--- src/rtl/hex_display_pkg.sv ---
// -----------------------------------------------------------------------------
// hex_display_pkg
// Shared definitions for the multiplexed hex display scanner.
//   - scan_state_e / ST_OFF / ST_SCAN : scanner FSM encoding
//   - BLANK_CODE                      : decoder code that turns a digit off
//   - NIBBLE_W                        : bits per displayed hex digit
//   - nibble_code()                   : builds a visible decoder code
// -----------------------------------------------------------------------------
package hex_display_pkg;

   localparam int NIBBLE_W = 4;

   // bit4 set tells the shared seven-segment decoder to blank the digit
   localparam logic [4:0] BLANK_CODE = 5'b10000;

   typedef enum logic [0:0] {
      OFF  = 1'b0,
      SCAN = 1'b1
   } scan_state_e;

   // Plain constants with the same encoding as scan_state_e, for state flops
   // kept as bare logic vectors.
   localparam logic [0:0] ST_OFF  = 1'b0;
   localparam logic [0:0] ST_SCAN = 1'b1;

   function automatic logic [4:0] nibble_code(input logic [NIBBLE_W-1:0] nib);
      return {1'b0, nib};
   endfunction

endpackage

--- src/rtl/refresh_divider.sv ---
// -----------------------------------------------------------------------------
// refresh_divider
// Slot prescaler: counts 0..REFRESH_DIV-1 while run=1 and wraps; held at 0
// while run=0.
// Ports:
//   clk   : clock, rising edge
//   reset : synchronous, active-high
//   run   : count enable; 0 clears the count
//   tick  : high in the cycle the count sits at its terminal value
// -----------------------------------------------------------------------------
module refresh_divider
   import hex_display_pkg::*;
#(
   parameter int REFRESH_DIV = 50000
) (
   input  logic clk,
   input  logic reset,
   input  logic run,
   output logic tick
);

   localparam int CNT_W = (REFRESH_DIV > 2) ? $clog2(REFRESH_DIV) : 1;
   localparam logic [CNT_W-1:0] TERM = CNT_W'(REFRESH_DIV - 1);

   logic [CNT_W-1:0] cnt_q;
   logic [CNT_W-1:0] cnt_d;

   always_comb begin
      cnt_d = cnt_q;
      if (!run) begin
         cnt_d = '0;
      end else if (cnt_q == TERM) begin
         cnt_d = '0;
      end else begin
         cnt_d = cnt_q + CNT_W'(1);
      end
   end

   assign tick = run && (cnt_q == TERM);

   always_ff @(posedge clk) begin
      if (reset) begin
         cnt_q <= '0;
      end else begin
         cnt_q <= cnt_d;
      end
   end

endmodule

--- src/rtl/hex_display_scanner.sv ---
// -----------------------------------------------------------------------------
// hex_display_scanner
// Time-multiplexes NUM_DIGITS hex nibbles onto one shared seven-segment
// decoder. Each digit is lit for REFRESH_DIV clocks. New display values are
// double-buffered so a frame never shows a mix of old and new digits.
//
// Ports:
//   clk        : clock, rising edge
//   reset      : synchronous, active-high
//   enable     : 1 = scan, 0 = display off
//   load       : value-valid strobe, taken only when ready=1
//   value      : 4*NUM_DIGITS bits, digit i = value[4i+3:4i]
//   ready      : 1 = a load is accepted this cycle
//   digit_code : to the decoder; bit4=1 blanks, bits3:0 = nibble
//   digit_en   : active-low one-hot digit select
//   frame_done : one-cycle pulse after the last digit slot of a frame
//   state_dbg  : current FSM state (0 = OFF, 1 = SCAN)
//
// Handshake: load/ready is valid/ready. A transfer happens on a rising edge
// where load=1 and ready=1; load with ready=0 is dropped, nothing changes.
//
// Build option: define LEADING_ZERO_BLANK_EN to blank digits above the most
// significant nonzero nibble (digit 0 is always shown).
// -----------------------------------------------------------------------------
module hex_display_scanner
   import hex_display_pkg::*;
#(
   parameter int NUM_DIGITS  = 4,
   parameter int REFRESH_DIV = 50000
) (
   input  logic                         clk,
   input  logic                         reset,
   input  logic                         enable,
   input  logic                         load,
   input  logic [NIBBLE_W*NUM_DIGITS-1:0] value,
   output logic                         ready,
   output logic [4:0]                   digit_code,
   output logic [NUM_DIGITS-1:0]        digit_en,
   output logic                         frame_done,
   output logic [0:0]                   state_dbg
);

   localparam int DATA_W = NIBBLE_W * NUM_DIGITS;
   localparam int IDX_W  = $clog2(NUM_DIGITS);
   localparam logic [IDX_W-1:0] LAST_IDX = IDX_W'(NUM_DIGITS - 1);

   logic [0:0]            state_q,      state_d;
   logic [IDX_W-1:0]      idx_q,        idx_d;
   logic [DATA_W-1:0]     shadow_q,     shadow_d;
   logic [DATA_W-1:0]     pend_q,       pend_d;
   logic                  pend_flag_q,  pend_flag_d;
   logic [NUM_DIGITS-1:0] digit_en_q,   digit_en_d;
   logic [4:0]            digit_code_q, digit_code_d;
   logic                  frame_done_q, frame_done_d;

   logic                  scan_active;
   logic                  leaving;
   logic                  run;
   logic                  tick;
   logic                  frame_end;
   logic                  load_ok;
   logic [NIBBLE_W-1:0]   cur_nibble;
   logic                  blank_digit;

   assign scan_active = (state_q == ST_SCAN);
   assign leaving     = scan_active && !enable;
   // Stop the prescaler in the exit cycle so it is already 0 in OFF and a
   // frame cut short by enable=0 never reports completion.
   assign run         = scan_active && enable;
   assign frame_end   = tick && (idx_q == LAST_IDX);
   assign ready       = !pend_flag_q;
   assign load_ok     = load && ready;

   refresh_divider #(
      .REFRESH_DIV (REFRESH_DIV)
   ) u_refresh_divider (
      .clk   (clk),
      .reset (reset),
      .run   (run),
      .tick  (tick)
   );

   // Nibble of the digit currently being scanned.
   always_comb begin
      cur_nibble = '0;
      for (int i = 0; i < NUM_DIGITS; i++) begin
         if (idx_q == IDX_W'(i)) begin
            cur_nibble = shadow_q[NIBBLE_W*i +: NIBBLE_W];
         end
      end
   end

`ifdef LEADING_ZERO_BLANK_EN
   logic [IDX_W-1:0] msd_idx;

   // Highest nonzero digit; stays 0 for an all-zero shadow so "0" is shown.
   always_comb begin
      msd_idx = '0;
      for (int i = 1; i < NUM_DIGITS; i++) begin
         if (shadow_q[NIBBLE_W*i +: NIBBLE_W] != '0) begin
            msd_idx = IDX_W'(i);
         end
      end
   end

   assign blank_digit = (idx_q > msd_idx);
`else
   assign blank_digit = 1'b0;
`endif

   // FSM and digit index.
   always_comb begin
      state_d = enable ? ST_SCAN : ST_OFF;
      idx_d   = idx_q;
      if (!run) begin
         idx_d = '0;
      end else if (tick) begin
         idx_d = (idx_q == LAST_IDX) ? '0 : idx_q + IDX_W'(1);
      end
   end

   // Shadow / pending buffering.
   always_comb begin
      shadow_d    = shadow_q;
      pend_d      = pend_q;
      pend_flag_d = pend_flag_q;
      if (!scan_active) begin
         // Nothing is being scanned, so a load can go straight to the display.
         if (load_ok) begin
            shadow_d = value;
         end
      end else if (leaving) begin
         // Entering OFF: flush any pending value; otherwise a load this cycle
         // is treated like an OFF load so ready stays 1 in OFF.
         if (pend_flag_q) begin
            shadow_d    = pend_q;
            pend_flag_d = 1'b0;
         end else if (load_ok) begin
            shadow_d = value;
         end
      end else begin
         // Copy decision uses the old flag, so a load taken in the frame-end
         // cycle waits for the following frame end.
         if (frame_end && pend_flag_q) begin
            shadow_d    = pend_q;
            pend_flag_d = 1'b0;
         end
         if (load_ok) begin
            pend_d      = value;
            pend_flag_d = 1'b1;
         end
      end
   end

   // Registered display outputs, lagging the digit index by one cycle.
   always_comb begin
      digit_en_d   = '1;
      digit_code_d = BLANK_CODE;
      if (run) begin
         for (int i = 0; i < NUM_DIGITS; i++) begin
            digit_en_d[i] = (idx_q != IDX_W'(i));
         end
         digit_code_d = blank_digit ? BLANK_CODE : nibble_code(cur_nibble);
      end
      frame_done_d = frame_end;
   end

   always_ff @(posedge clk) begin
      if (reset) begin
         state_q      <= ST_OFF;
         idx_q        <= '0;
         shadow_q     <= '0;
         pend_q       <= '0;
         pend_flag_q  <= 1'b0;
         digit_en_q   <= '1;
         digit_code_q <= BLANK_CODE;
         frame_done_q <= 1'b0;
      end else begin
         state_q      <= state_d;
         idx_q        <= idx_d;
         shadow_q     <= shadow_d;
         pend_q       <= pend_d;
         pend_flag_q  <= pend_flag_d;
         digit_en_q   <= digit_en_d;
         digit_code_q <= digit_code_d;
         frame_done_q <= frame_done_d;
      end
   end

   assign digit_en   = digit_en_q;
   assign digit_code = digit_code_q;
   assign frame_done = frame_done_q;
   assign state_dbg  = state_q;

endmodule

--- config.mk ---
export PLATFORM = sky130hd
export DESIGN_NAME = hex_display_scanner
export DESIGN_NICKNAME = d
export VERILOG_FILES = /design/src/rtl/hex_display_pkg.sv /design/src/rtl/refresh_divider.sv /design/src/rtl/hex_display_scanner.sv
export SDC_FILE = /design/constraint.sdc
export NUM_CORES = 1
export LEC_CHECK = 0
export ABC_AREA = 1
export CORE_ASPECT_RATIO = 1.5
export CORE_UTILIZATION = 30
export CTS_BUF_LIST = sky130_fd_sc_hd__clkbuf_2 sky130_fd_sc_hd__clkbuf_4 sky130_fd_sc_hd__clkbuf_8
export DETAILED_ROUTE_END_ITERATION = 10
export GPL_ROUTABILITY_DRIVEN = 0
export PLACE_DENSITY_LB_ADDON = 0.05
export SETUP_SLACK_MARGIN = 0.02
export SYNTH_ARGS = -nofsm -noshare
export SYNTH_HDL_FRONTEND = slang
export SYNTH_SLANG_ARGS = --single-unit
export TNS_END_PERCENT = 100
--- constraint.sdc ---
create_clock -name clk -period 2.8 [get_ports clk]
set_clock_uncertainty 0.2 [all_clocks]
set_input_delay 0.56 -clock clk [delete_from_list [all_inputs] [get_ports clk]]
set_output_delay 0.56 -clock clk [all_outputs]
set_load 0.05 [all_outputs]
==> flow_summary.ini <==
[critical_path]
slowest_delay_ns = 0.80
cp_slowest_cell = clkdlybuf4s50_1
cp_num_buf_inv = 2
crit_fanout = 4
path_class = reg2out
end_kind = output pin
crit_chain = inv_2 > clkdlybuf4s50_1
cp_top_family = buffers and inverters
critPathRequiredTime_ns = 2.04
crit_arrival_ns = 1.58
r2r_slack_ns = 0.74
timing.rr.start = u_refresh_divider.cnt_q[0]$_SDFF_PP0_
worst_setup_path_start_kind = register
r2r-end = shadow_q[1]$_SDFFE_PP0P_
worstRegToRegCells = 8

[yosys]
synthesis.area_sq_um = 3050
yosysTopAreaCell = dfxtp_1
seq_area_frac_synth_pct = 40.8
ys_seq_elements = 62
syn_nets = 420
synth_enable_flop_cells = 0
synthTopCellsByArea = dfxtp_1 (41%), nand2_1 (11%), a21oi_1 (5.6%)
synth_top_cell_area_share_pct = 40.8
synth_cell_type_count = 36
synth_area_per_cell_sq_um = 7.71
synth_cells = 395
yosys_warnings = 0
async_flop_share_pct = 0
synth_flop_cell = dfxtp_1

[layout]
final_area_sq_um = 3600
drive_gt1_share_pct = 22.3
post-route-util_pct = 36.8
diodes = 0
syn_to_final_growth_pct = 18.3
fin_nets = 452

[timing]
holdWs_ns = 0.249
final_max_slew_viol_count = 0
hold_viol_final = 0
rsz0062_at_grt = no
setup_slack_ns = 0.461
min_period_ns = 2.34
finalSetupViolCount = 0
slew_headroom_pct = 66.5
tns_ns = 0
finalCritPeriodShare_pct = 83.5
clock.fmax_ghz = 0.428
worst_slew_pin_slew_ns = 0.500

[worst_hold_path]
hp-start = u_refresh_divider.cnt_q[0]$_SDFF_PP0_
whs_path_depth = 1
hp-class = reg2reg
holdPathEnd = u_refresh_divider.cnt_q[0]$_SDFF_PP0_

[place]
place_area_sq_um = 3440
pre_cts_ws_ns = 0.277
portBuffers = 31
dp.final_hpwl_mm = 5.47

[cts]
cts_tree = done
cts_setup_buffers = 0
ctsHoldBuffers = 0
clkTransAtPathRegs_ns = 0.06
clock_path_buffers = 2
cts_root_buf = clkbuf_8
insertion_delay_ns = 0.34
numCtsBuffers = 9
cts_resized = 0
cts_max_level = 3
cts.sinks = 62

[routing]
drtIter0Drc = 115
avgViaCountPerCell = 4.78
ant_nets = 0
dr.pass1.iters = 7
wl_per_cell_um = 14.0
drc = 2
vias = 2604
wirelength_mm = 7.62

[global_routing]
antenna_found_initial = 0
grt_pass1_wl_mm = 13.0
gr-total-overflow = 0
track_usage_pct = 15.9
grt_start_max_net_pins = 35
grt_pass1_vias = 2613

[power]
power.leakage_nw = 1.35
power.density_nw_per_um2 = 515
ir_drop_mv = 0.254

[floorplan]
die_x_um = 84.3
row_count = 44
coreArea_sq_um = 9800
start_util_pct = 31.1
die_area_sq_um = 10600
io_pins = 32
die_height_um = 125

[outcome]
status = finished with violations
failed_checks = DRC

[flow_run]
cap_viol_max_count = 0
-- routing by layer --
| metal | vias up | global-route usage [%] | wire (um) |
|---|---|---|---|
| met5 | - | 0 | 0 |
| met4 | 0 | 6.59 | 200 |
| met3 | 12 | 4.09 | 233 |
| met2 | 42 | 29.3 | 4050 |
| met1 | 1208 | 17.1 | 3130 |
| li1 | 1342 | - | - |
-- stage by stage --
| step | instances | total power [mW] |
|---|---|---|
| 2_1_floorplan | 395 | 1.12 |
| 3_3_place_gp | 531 | 1.20 |
| 3_5_place_dp | 531 | 1.20 |
| 4_1_cts | 545 | 1.89 |
| 5_1_grt | 545 | 1.96 |
| 6_report | 545 | 1.86 |
-- worst max path at each step --
stage | start | endpoint | slack [ns] | depth (start not counted)
floorplan | state_dbg$_SDFF_PP0_ | shadow_q[12]$_SDFFE_PP0P_ | 0.98 | 8
global placement | enable | shadow_q[0]$_SDFFE_PP0P_ | 0.31 | 8
detailed placement | enable | shadow_q[1]$_SDFFE_PP0P_ | 0.28 | 8
CTS | state_dbg$_SDFF_PP0_ | state_dbg | 0.43 | 1
global route | state_dbg$_SDFF_PP0_ | state_dbg | 0.38 | 1
finish | pend_flag_q$_SDFFE_PP0P_ | ready | 0.46 | 2
-- power by group --
part | switching, mW | internal, mW
logic | 0.129 | 0.105
registers | 0.0278 | 0.911
clock network | 0.333 | 0.352
-- cells in the final DEF (no fill, tap or decap), types with 2 or more instances in the layout --
master and count:
a31o_1 6, nand2_2 20, o21ai_2 17, a31o_2 4
a21oi_1 34, nand2_1 86, nand3_1 10, clkbuf_8 10
dfxtp_1 62, nor2_4 2, inv_1 28, inv_2 4
nor3_1 6, clkbuf_4 2, nor2_1 35, clkinv_2 2
clkdlybuf4s50_1 31, nor2_2 21, xnor2_1 3, o21ai_0 6
o22ai_1 6, a211oi_1 7, ha_1 5, a31oi_1 2
nor3b_1 2, or2_2 2, buf_4 8
-- cell usage after synthesis (all sizes together), types with 2 or more instances --
cell type / n
a31oi: 2
o21ai: 23
o22ai: 6
nand3: 11
nor2: 58
dfxtp: 62
nor3: 6
nand2: 107
clkbuf: 5
a21oi: 34
nand4: 2
a211oi: 7
or2: 3
a31o: 10
buf: 14
nor3b: 2
inv: 32
xnor2: 3
ha: 5
-- kinds of logic (layout without fill, tap and decap cells) --
logic type / after synthesis / after routing / synth area share [%]
AO/OA/AOI/OAI: 83 / 83 / 17.9
AND/OR/NAND/NOR: 189 / 189 / 29.4
XOR/XNOR: 4 / 4 / 1.15
buffers and inverters: 52 / 87 / 8.75
flip-flops: 62 / 62 / 40.8
adder cells (fa/ha/maj): 5 / 5 / 2.05
-- state kept, by name, summed over array words and instances, names as in the netlist --
signal                   count
state_dbg                    1
digit_code                   5
digit_en                     4
frame_done                   1
idx_q                        2
shadow_q                    16
pend_flag_q                  1
u_refresh_divider.cnt_q     16
pend_q                      16
-- cell type report --
type / count / area [sq um]
tap: 115 / 144
timing repair buffer: 40 / 390
fill: 1043 / 6200
sequential: 62 / 1240
inverter: 33 / 124
clock inverter: 2 / 10.0
clock buffer: 12 / 153
multi-input combinational: 281 / 1540
Note: power is estimated with default switching activity, not from simulation.
